===== config.mk =====
export PLATFORM = sky130hd
export DESIGN_NAME = alu_seq_ctrl_flat
export DESIGN_NICKNAME = d
export VERILOG_FILES = /design/src/rtl/alu_pkg.sv /design/src/rtl/alu_seq_ctrl_if.sv /design/src/rtl/alu_seq_fsm.sv /design/src/rtl/alu_seq_ctrl.sv /design/src/flat_wrapper.sv
export SDC_FILE = /design/constraint.sdc
export NUM_CORES = 1
export LEC_CHECK = 0
export ABC_AREA = 1
export BUFFER_PORTS_ARGS = -buffer_cell sky130_fd_sc_hd__buf_2
export CAP_MARGIN = 20
export CORE_MARGIN = 5
export CORE_UTILIZATION = 54
export CTS_BUF_LIST = sky130_fd_sc_hd__clkbuf_8
export DETAILED_ROUTE_END_ITERATION = 10
export PLACE_DENSITY = 0.91
export SKIP_LAST_GASP = 1
export SLEW_MARGIN = 10
export SYNTH_ARGS = -nofsm -noshare
export SYNTH_HDL_FRONTEND = slang
export SYNTH_SLANG_ARGS = --single-unit

===== constraint.sdc =====
create_clock -name i_clk -period 2.1 [get_ports i_clk]
set_clock_uncertainty 0.1 [all_clocks]
set_input_delay 0.105 -clock i_clk [delete_from_list [all_inputs] [get_ports i_clk]]
set_output_delay 0.105 -clock i_clk [all_outputs]
set_load 0.02 [all_outputs]

===== src/rtl/alu_pkg.sv =====
// Shared types and constants for the ALU sequencer: state encoding, op codes,
// ALUCtrl function codes and the datapath width.
package alu_pkg;

   localparam int W     = 16;
   localparam int CNT_W = $clog2(W);
   localparam logic [CNT_W-1:0] LAST_CNT = CNT_W'(W - 1);

   localparam logic [1:0] OP_ALU = 2'b00;
   localparam logic [1:0] OP_MUL = 2'b01;
   localparam logic [1:0] OP_DIV = 2'b10;
   localparam logic [1:0] OP_ILL = 2'b11;

   localparam logic [2:0] ALU_AND  = 3'b000;
   localparam logic [2:0] ALU_OR   = 3'b001;
   localparam logic [2:0] ALU_ADD  = 3'b010;
   localparam logic [2:0] ALU_XOR  = 3'b011;
   localparam logic [2:0] ALU_LESS = 3'b101;

   typedef enum logic [2:0] {
      ST_IDLE = 3'd0,
      ST_EXEC = 3'd1,
      ST_MUL  = 3'd2,
      ST_DIV  = 3'd3,
      ST_DONE = 3'd4
   } state_t;

endpackage


===== src/rtl/alu_seq_ctrl_if.sv =====
// Request/response handshake bundle between a requester (master) and the
// ALU sequencer (slave).
interface alu_seq_ctrl_if;

   logic                   req_valid;
   logic                   req_ready;
   logic [1:0]             req_op;
   logic [2:0]             req_func;
   logic                   req_binv;
   logic [alu_pkg::W-1:0]  req_a;
   logic [alu_pkg::W-1:0]  req_b;
   logic                   rsp_valid;
   logic                   rsp_ready;
   logic [alu_pkg::W-1:0]  rsp_lo;
   logic [alu_pkg::W-1:0]  rsp_hi;
   logic                   rsp_cout;
   logic                   rsp_err;

   modport master (
      output req_valid, req_op, req_func, req_binv, req_a, req_b, rsp_ready,
      input  req_ready, rsp_valid, rsp_lo, rsp_hi, rsp_cout, rsp_err
   );

   modport slave (
      input  req_valid, req_op, req_func, req_binv, req_a, req_b, rsp_ready,
      output req_ready, rsp_valid, rsp_lo, rsp_hi, rsp_cout, rsp_err
   );

endinterface


===== src/rtl/alu_seq_fsm.sv =====
// Sequencer control: state register, iteration counter, done detection and the
// registered handshake outputs. Macro ALU_SEQ_DIV_EN enables the DIV state.
module alu_seq_fsm
   import alu_pkg::*;
(
   input  logic             i_clk,
   input  logic             i_rst_n,
   input  logic             i_accept,
   input  logic [1:0]       i_op,
   input  logic             i_err,
   input  logic             i_rsp_ready,
   output state_t           o_state,
   output logic [CNT_W-1:0] o_cnt,
   output logic             o_last,
   output logic             o_req_ready,
   output logic             o_rsp_valid
);

   state_t           r_state;
   logic [CNT_W-1:0] r_cnt;
   logic             r_req_ready;
   logic             r_rsp_valid;
   logic             w_last;

   assign w_last = (r_cnt == LAST_CNT);

   // Single-process FSM; handshake flags are updated alongside the state.
   always_ff @(posedge i_clk or negedge i_rst_n) begin
      if (!i_rst_n) begin
         r_state     <= ST_IDLE;
         r_cnt       <= {CNT_W{1'b0}};
         r_req_ready <= 1'b1;
         r_rsp_valid <= 1'b0;
      end else begin
         case (r_state)
            ST_IDLE: begin
               if (i_accept) begin
                  r_req_ready <= 1'b0;
                  r_cnt       <= {CNT_W{1'b0}};
                  if (i_err) begin
                     r_state     <= ST_DONE;
                     r_rsp_valid <= 1'b1;
                  end else begin
                     case (i_op)
                        OP_ALU: r_state <= ST_EXEC;
                        OP_MUL: r_state <= ST_MUL;
`ifdef ALU_SEQ_DIV_EN
                        OP_DIV: r_state <= ST_DIV;
`endif
                        default: begin
                           r_state     <= ST_DONE;
                           r_rsp_valid <= 1'b1;
                        end
                     endcase
                  end
               end
            end
            ST_EXEC: begin
               r_state     <= ST_DONE;
               r_rsp_valid <= 1'b1;
            end
            ST_MUL: begin
               r_cnt <= r_cnt + {{(CNT_W-1){1'b0}}, 1'b1};
               if (w_last) begin
                  r_state     <= ST_DONE;
                  r_rsp_valid <= 1'b1;
               end
            end
`ifdef ALU_SEQ_DIV_EN
            ST_DIV: begin
               r_cnt <= r_cnt + {{(CNT_W-1){1'b0}}, 1'b1};
               if (w_last) begin
                  r_state     <= ST_DONE;
                  r_rsp_valid <= 1'b1;
               end
            end
`endif
            ST_DONE: begin
               if (i_rsp_ready) begin
                  r_state     <= ST_IDLE;
                  r_rsp_valid <= 1'b0;
                  r_req_ready <= 1'b1;
               end
            end
            default: begin
               r_state     <= ST_IDLE;
               r_rsp_valid <= 1'b0;
               r_req_ready <= 1'b1;
            end
         endcase
      end
   end

   assign o_state     = r_state;
   assign o_cnt       = r_cnt;
   assign o_last      = w_last;
   assign o_req_ready = r_req_ready;
   assign o_rsp_valid = r_rsp_valid;

endmodule


===== src/rtl/alu_seq_ctrl.sv =====
// Sequencer in front of a shared W-bit ripple ALU: single ALU ops, shift-add
// multiply and (with macro ALU_SEQ_DIV_EN) restoring divide.
module alu_seq_ctrl
   import alu_pkg::*;
(
   input  logic                i_clk,
   input  logic                i_rst_n,
   alu_seq_ctrl_if.slave       bus,
   output logic [W-1:0]        o_alu_a,
   output logic [W-1:0]        o_alu_b,
   output logic [2:0]          o_alu_ctrl,
   output logic                o_alu_binv,
   output logic                o_alu_cin,
   input  logic [W-1:0]        i_alu_rez,
   input  logic                i_alu_cout
);

   state_t           w_state;
   logic [CNT_W-1:0] w_cnt;
   logic             w_last;
   logic             w_req_ready;
   logic             w_rsp_valid;
   logic             w_accept;
   logic             w_err;

   // r_a: operand A / acc_lo / quotient; r_hi: acc_hi / remainder; r_b: B / M / D.
   logic [W-1:0]     r_a;
   logic [W-1:0]     r_b;
   logic [W-1:0]     r_hi;
   logic [2:0]       r_func;
   logic             r_binv;
   logic [W-1:0]     r_rsp_lo;
   logic [W-1:0]     r_rsp_hi;
   logic             r_rsp_cout;
   logic             r_rsp_err;

   logic             w_mul_c;
   logic [W-1:0]     w_mul_s;
   logic [W-1:0]     w_mul_hi;
   logic [W-1:0]     w_mul_lo;

   logic [W-1:0]     w_alu_a;
   logic [W-1:0]     w_alu_b;
   logic [2:0]       w_alu_ctrl;
   logic             w_alu_binv;
   logic             w_alu_cin;

   assign w_accept = bus.req_valid & w_req_ready;

`ifdef ALU_SEQ_DIV_EN
   logic             w_div_zero;
   logic [W-1:0]     w_div_t;
   logic             w_div_ok;
   assign w_div_zero = (bus.req_op == OP_DIV) && (bus.req_b == {W{1'b0}});
   assign w_err      = (bus.req_op == OP_ILL) | w_div_zero;
   assign w_div_t    = {r_hi[W-2:0], r_a[W-1]};
   // A set msb means the 17-bit partial remainder already exceeds any divisor.
   assign w_div_ok   = i_alu_cout | r_hi[W-1];
`else
   assign w_err      = (bus.req_op == OP_ILL) | (bus.req_op == OP_DIV);
`endif

   assign w_mul_c  = r_a[0] ? i_alu_cout : 1'b0;
   assign w_mul_s  = r_a[0] ? i_alu_rez  : r_hi;
   assign w_mul_hi = {w_mul_c, w_mul_s[W-1:1]};
   assign w_mul_lo = {w_mul_s[0], r_a[W-1:1]};

   alu_seq_fsm u_fsm (
      .i_clk       (i_clk),
      .i_rst_n     (i_rst_n),
      .i_accept    (w_accept),
      .i_op        (bus.req_op),
      .i_err       (w_err),
      .i_rsp_ready (bus.rsp_ready),
      .o_state     (w_state),
      .o_cnt       (w_cnt),
      .o_last      (w_last),
      .o_req_ready (w_req_ready),
      .o_rsp_valid (w_rsp_valid)
   );

   // ALU drive decoded from registered state; zeros (AND of zeros) when not computing.
   always_comb begin
      w_alu_a    = {W{1'b0}};
      w_alu_b    = {W{1'b0}};
      w_alu_ctrl = ALU_AND;
      w_alu_binv = 1'b0;
      w_alu_cin  = 1'b0;
      case (w_state)
         ST_EXEC: begin
            w_alu_a    = r_a;
            w_alu_b    = r_b;
            w_alu_ctrl = r_func;
            w_alu_binv = r_binv;
            w_alu_cin  = r_binv;
         end
         ST_MUL: begin
            w_alu_a    = r_hi;
            w_alu_b    = r_b;
            w_alu_ctrl = ALU_ADD;
         end
`ifdef ALU_SEQ_DIV_EN
         ST_DIV: begin
            w_alu_a    = w_div_t;
            w_alu_b    = r_b;
            w_alu_ctrl = ALU_ADD;
            w_alu_binv = 1'b1;
            w_alu_cin  = 1'b1;
         end
`endif
         default: w_alu_ctrl = ALU_AND;
      endcase
   end

   // Operand/accumulator registers and the held response.
   always_ff @(posedge i_clk or negedge i_rst_n) begin
      if (!i_rst_n) begin
         r_a        <= {W{1'b0}};
         r_b        <= {W{1'b0}};
         r_hi       <= {W{1'b0}};
         r_func     <= 3'b000;
         r_binv     <= 1'b0;
         r_rsp_lo   <= {W{1'b0}};
         r_rsp_hi   <= {W{1'b0}};
         r_rsp_cout <= 1'b0;
         r_rsp_err  <= 1'b0;
      end else if (w_accept) begin
         r_a        <= bus.req_a;
         r_b        <= bus.req_b;
         r_hi       <= {W{1'b0}};
         r_func     <= bus.req_func;
         r_binv     <= bus.req_binv;
         r_rsp_cout <= 1'b0;
         r_rsp_err  <= w_err;
         r_rsp_lo   <= {W{1'b0}};
         r_rsp_hi   <= {W{1'b0}};
`ifdef ALU_SEQ_DIV_EN
         if (w_div_zero) begin
            r_rsp_lo <= {W{1'b1}};
            r_rsp_hi <= bus.req_a;
         end
`endif
      end else begin
         case (w_state)
            ST_EXEC: begin
               r_rsp_lo   <= i_alu_rez;
               r_rsp_hi   <= {W{1'b0}};
               r_rsp_cout <= i_alu_cout;
            end
            ST_MUL: begin
               r_hi <= w_mul_hi;
               r_a  <= w_mul_lo;
               if (w_last) begin
                  r_rsp_hi <= w_mul_hi;
                  r_rsp_lo <= w_mul_lo;
               end
            end
`ifdef ALU_SEQ_DIV_EN
            ST_DIV: begin
               r_hi <= w_div_ok ? i_alu_rez : w_div_t;
               r_a  <= {r_a[W-2:0], w_div_ok};
               if (w_last) begin
                  r_rsp_hi <= w_div_ok ? i_alu_rez : w_div_t;
                  r_rsp_lo <= {r_a[W-2:0], w_div_ok};
               end
            end
`endif
            ST_DONE: begin
               if (bus.rsp_ready) begin
                  r_rsp_lo   <= {W{1'b0}};
                  r_rsp_hi   <= {W{1'b0}};
                  r_rsp_cout <= 1'b0;
                  r_rsp_err  <= 1'b0;
               end
            end
            default: r_binv <= r_binv;
         endcase
      end
   end

   assign bus.req_ready = w_req_ready;
   assign bus.rsp_valid = w_rsp_valid;
   assign bus.rsp_lo    = r_rsp_lo;
   assign bus.rsp_hi    = r_rsp_hi;
   assign bus.rsp_cout  = r_rsp_cout;
   assign bus.rsp_err   = r_rsp_err;

   assign o_alu_a    = w_alu_a;
   assign o_alu_b    = w_alu_b;
   assign o_alu_ctrl = w_alu_ctrl;
   assign o_alu_binv = w_alu_binv;
   assign o_alu_cin  = w_alu_cin;

endmodule


===== src/flat_wrapper.sv =====
// flat-port wrapper written by rule: the top's interface ports become plain ports
module alu_seq_ctrl_flat import alu_pkg::*;
  (i_clk, i_rst_n, o_alu_a, o_alu_b, o_alu_ctrl, o_alu_binv, o_alu_cin, i_alu_rez, i_alu_cout, bus_req_valid, bus_req_op, bus_req_func, bus_req_binv, bus_req_a, bus_req_b, bus_rsp_ready, bus_req_ready, bus_rsp_valid, bus_rsp_lo, bus_rsp_hi, bus_rsp_cout, bus_rsp_err);
  alu_seq_ctrl_if bus_i ();
  input  logic i_clk;
  input  logic i_rst_n;
  output logic [W-1:0] o_alu_a;
  output logic [W-1:0] o_alu_b;
  output logic [2:0] o_alu_ctrl;
  output logic o_alu_binv;
  output logic o_alu_cin;
  input  logic [W-1:0] i_alu_rez;
  input  logic i_alu_cout;
  input wire logic [$bits(bus_i.req_valid)-1:0] bus_req_valid;
  input wire logic [$bits(bus_i.req_op)-1:0] bus_req_op;
  input wire logic [$bits(bus_i.req_func)-1:0] bus_req_func;
  input wire logic [$bits(bus_i.req_binv)-1:0] bus_req_binv;
  input wire logic [$bits(bus_i.req_a)-1:0] bus_req_a;
  input wire logic [$bits(bus_i.req_b)-1:0] bus_req_b;
  input wire logic [$bits(bus_i.rsp_ready)-1:0] bus_rsp_ready;
  output wire logic [$bits(bus_i.req_ready)-1:0] bus_req_ready;
  output wire logic [$bits(bus_i.rsp_valid)-1:0] bus_rsp_valid;
  output wire logic [$bits(bus_i.rsp_lo)-1:0] bus_rsp_lo;
  output wire logic [$bits(bus_i.rsp_hi)-1:0] bus_rsp_hi;
  output wire logic [$bits(bus_i.rsp_cout)-1:0] bus_rsp_cout;
  output wire logic [$bits(bus_i.rsp_err)-1:0] bus_rsp_err;
  assign bus_i.req_valid = bus_req_valid;
  assign bus_i.req_op = bus_req_op;
  assign bus_i.req_func = bus_req_func;
  assign bus_i.req_binv = bus_req_binv;
  assign bus_i.req_a = bus_req_a;
  assign bus_i.req_b = bus_req_b;
  assign bus_i.rsp_ready = bus_rsp_ready;
  assign bus_req_ready = bus_i.req_ready;
  assign bus_rsp_valid = bus_i.rsp_valid;
  assign bus_rsp_lo = bus_i.rsp_lo;
  assign bus_rsp_hi = bus_i.rsp_hi;
  assign bus_rsp_cout = bus_i.rsp_cout;
  assign bus_rsp_err = bus_i.rsp_err;
  alu_seq_ctrl u_core (.i_clk(i_clk), .i_rst_n(i_rst_n), .bus(bus_i), .o_alu_a(o_alu_a), .o_alu_b(o_alu_b), .o_alu_ctrl(o_alu_ctrl), .o_alu_binv(o_alu_binv), .o_alu_cin(o_alu_cin), .i_alu_rez(i_alu_rez), .i_alu_cout(i_alu_cout));
endmodule

==> run_results.csv <==
group,metric,value,unit
status,outcome,"complete, no violations",
power,power,8360,uW
clock_tree,htree_levels,3,
final_layout,design_area,6100,um^2
floorplanning,ioPinCount,132,
floorplanning,initial_core_util,0.562,
sta,final_max_slew_viol_count,0,
global_route,grt_pass1_vias,4926,
power,ir_drop,0.695,mV
routing,viasPerCell,5.69,
setup_path,crit_required,1890,ps
final_layout,nets,824,
final_layout,drive_gt1_frac,0.251,
global_route,grt_use_total,0.285,
clock_tree,clk_pin_slew,100,ps
floorplanning,dieHeight,103,um
sta,final-hold-violation-count,0,
floorplanning,core-area,8300,um^2
power,switching_share,0.474,
final_layout,multi_input_area,1930,um^2
yosys,yosysWarnings,0,
floorplanning,rows,33,
clock_tree,numCtsBuffers,9,
setup_path,crit_path_max_fanout,17,
power,p_comb_frac,0.510,
power,powerDensity,1370,nW/um^2
routing,num_vias,4975,
routing,totalWireLength,15000,um
power,p_clk_frac,0.136,
yosys,syn_nets,654,
placement,place_inst,811,
routing,dr.first_iter.drc_count,498,
placement,placed_area,5420,um^2
flow_run,drv_cap,0,
setup_path,cp.arrival,1820,ps
placement,io_buffers,131,
clock_tree,insertion_delay,370,ps
setup_path,endpoint_kind,"primary output",
power,seq_power_share,0.353,
sta,max_freq,0.493,GHz
power,leakagePower,0.00331,uW
final_layout,area_delta_synth_final,30.9,%
yosys,synth.distinct_cells,26,
final_layout,finalNonFillerCells,874,
sta,post-route-min-period,2030,ps
setup_path,critical_path_class,"reg -> out",
sta,setup_tns,0,ps
global_route,overflow,0,
routing,routedWlPerCell,17.2,um
global_route,antenna_found_initial,0,
min_path,hp-class,"in -> reg",
placement,gp_congestion,0.914,
sta,setup_violations,0,
yosys,netlist_area,4660,um^2
final_layout,ff_latch_area,2380,um^2
global_route,grt_max_degree,40,
floorplanning,die_w,103,um
sta,worst_slew_pin_slew,518,ps
yosys,ys_seq_elements,95,
placement,hpwl,9800,um
clock_tree,cts_root_buf,"clkbuf_8",
clock_tree,clkSinkCount,95,
final_layout,n_antenna_cell,0,
sta,setup_ws,72.6,ps
yosys,syn-mean-instance-area,7.85,um^2
power,p_switching,3960,uW
clock_tree,cts_tree,"done",
power,power.internal,4400,uW
routing,antenna_left,0,
yosys,ys_seq_area_frac,0.510,
clock_tree,clockBufferDepth,2,
yosys,syn_inst,594,
routing,drcViolationCount,0,
floorplanning,dieArea,10600,um^2
placement,pre_cts_ws,223,ps
routing,dr.pass1.iters,5,
global_route,grt_pass1_wl,23300,um
setup_path,cp-start-kind,"flip-flop",
sta,slew_headroom,0.654,
sta,period_share,0.965,
final_layout,n_fill_cell,604,
==> kinds of logic after synthesis <==
group	after synthesis	synth area share
AO/OA/AOI/OAI	85	0.104
adder cells (fa/ha/maj)	1	0.00268
buffers and inverters	90	0.0811
XOR/XNOR	2	0.00376
AND/OR/NAND/NOR	321	0.298
flip-flops	95	0.510
==> per-stage QoR <==
stage          hold slack [ps]  utilization
6_report                  6.78        0.735
5_1_grt                   10.1        0.735
4_1_cts                  0.890        0.726
3_5_place_dp             -3.40        0.653
3_3_place_gp             -9.42        0.653
2_1_floorplan             -291            -
==> critical path, stage by stage, from the launching register on <==
cell and delay, ps:
dfrtp_2 470, nor2_4 200, nand2_8 110, buf_4 210, o22ai_1 240, buf_2 220
==> cell usage after synthesis, drive strengths merged <==
master | n | area [um^2]
buf | 22 | 120
dfrtp | 94 | 2350
o211ai | 8 | 60.1
dfstp | 1 | 26.3
o22ai | 24 | 150
nor3 | 2 | 10.0
nand2 | 187 | 729
xnor2 | 1 | 8.76
a21oi | 17 | 96.4
clkbuf | 15 | 56.3
nor2 | 58 | 238
inv | 53 | 201
nand3 | 58 | 290
ha | 1 | 12.5
o21ai | 36 | 180
nand3b | 16 | 120
xor2 | 1 | 8.76
==> layout by cell type, fill, tap and decap left out, types with 2 or more instances in the layout <==
cell	instances
inv_6	2
o22ai_1	24
inv_2	4
o21ai_1	2
clkinvlp_4	2
dlygate4sd3_1	41
nor2_1	53
nor3_1	2
nand2_1	180
buf_12	2
nand3_1	57
inv_1	49
nand3b_1	16
a21oi_1	16
nand2_2	5
dfrtp_2	3
buf_4	23
nor2_4	2
dfrtp_1	91
o21ai_0	34
buf_2	128
nor2_2	3
nand2_4	2
o211ai_1	8
clkbuf_8	9
==> final timing paths <==
check	cells past startpoint	endpoint	start	slack [ps]
max in group asynchronous	3	u_core.bus.rsp_hi[15]	i_rst_n	1080
min in group asynchronous	2	u_core.bus.rsp_lo[5]	i_rst_n	120
worst min-delay path	4	u_core.bus.rsp_err	bus_rsp_ready	7
worst max register to register	6	u_core.u_fsm.o_state[0]	u_core.u_fsm.o_state[2]	90
worst min register to register	2	u_core.bus.rsp_lo[12]	u_core.bus.rsp_lo[12]	370
worst max-delay path	5	o_alu_a[12]	u_core.u_fsm.o_state[2]	70
==> sequential cells by signal (all words and copies together) (netlist names) <==
register	count
u_core.bus.rsp_cout	1
u_core.bus.rsp_err	1
u_core.bus.rsp_hi	16
u_core.bus.rsp_lo	16
u_core.r_a	16
u_core.r_b	16
u_core.r_binv	1
u_core.r_func	3
u_core.r_hi	16
u_core.u_fsm.o_cnt	4
u_core.u_fsm.o_req_ready	1
u_core.u_fsm.o_rsp_valid	1
u_core.u_fsm.o_state	3
==> routing by layer <==
| metal | global-route usage | part of all wire | wire (um) | up-vias |
|---|---|---|---|---|
| met4 | 0.115 | 0.033 | 495 | 0 |
| met2 | 0.481 | 0.49 | 7280 | 322 |
| met5 | 0 | 0 | 0 | - |
| met3 | 0.0507 | 0.098 | 1470 | 55 |
| met1 | 0.363 | 0.38 | 5750 | 2346 |
| li1 | - | - | - | 2252 |
==> power by group through the flow <==
stage / Sequential, uW / Combinational [uW] / Clock (uW)
floorplan: 3150 / 2540 / 0
global placement: 2950 / 3810 / 0
detailed placement: 2970 / 3930 / 0
CTS: 2940 / 4040 / 1140
global route: 3030 / 4650 / 1230
finish: 2950 / 4260 / 1140
==> what timing repair did <==
item,CTS,global route
resized for setup,2,9
endpoints found under the hold margin,76,0
hold buffers,41,0
endpoints found under the setup margin,21,23
setup buffers,1,4
pin swaps,1,1
cloned,0,1
==> layout make-up <==
class / count / area share
Sequential cell: 95 / 0.390
Inverter: 53 / 0.0330
Clock buffer: 9 / 0.0203
Clock inverter: 7 / 0.00923
Multi-Input combinational cell: 410 / 0.317
Timing Repair Buffer: 195 / 0.209
Tap cell: 105 / 0.0215
No activity file was read; power rests on OpenSTA's default activity.
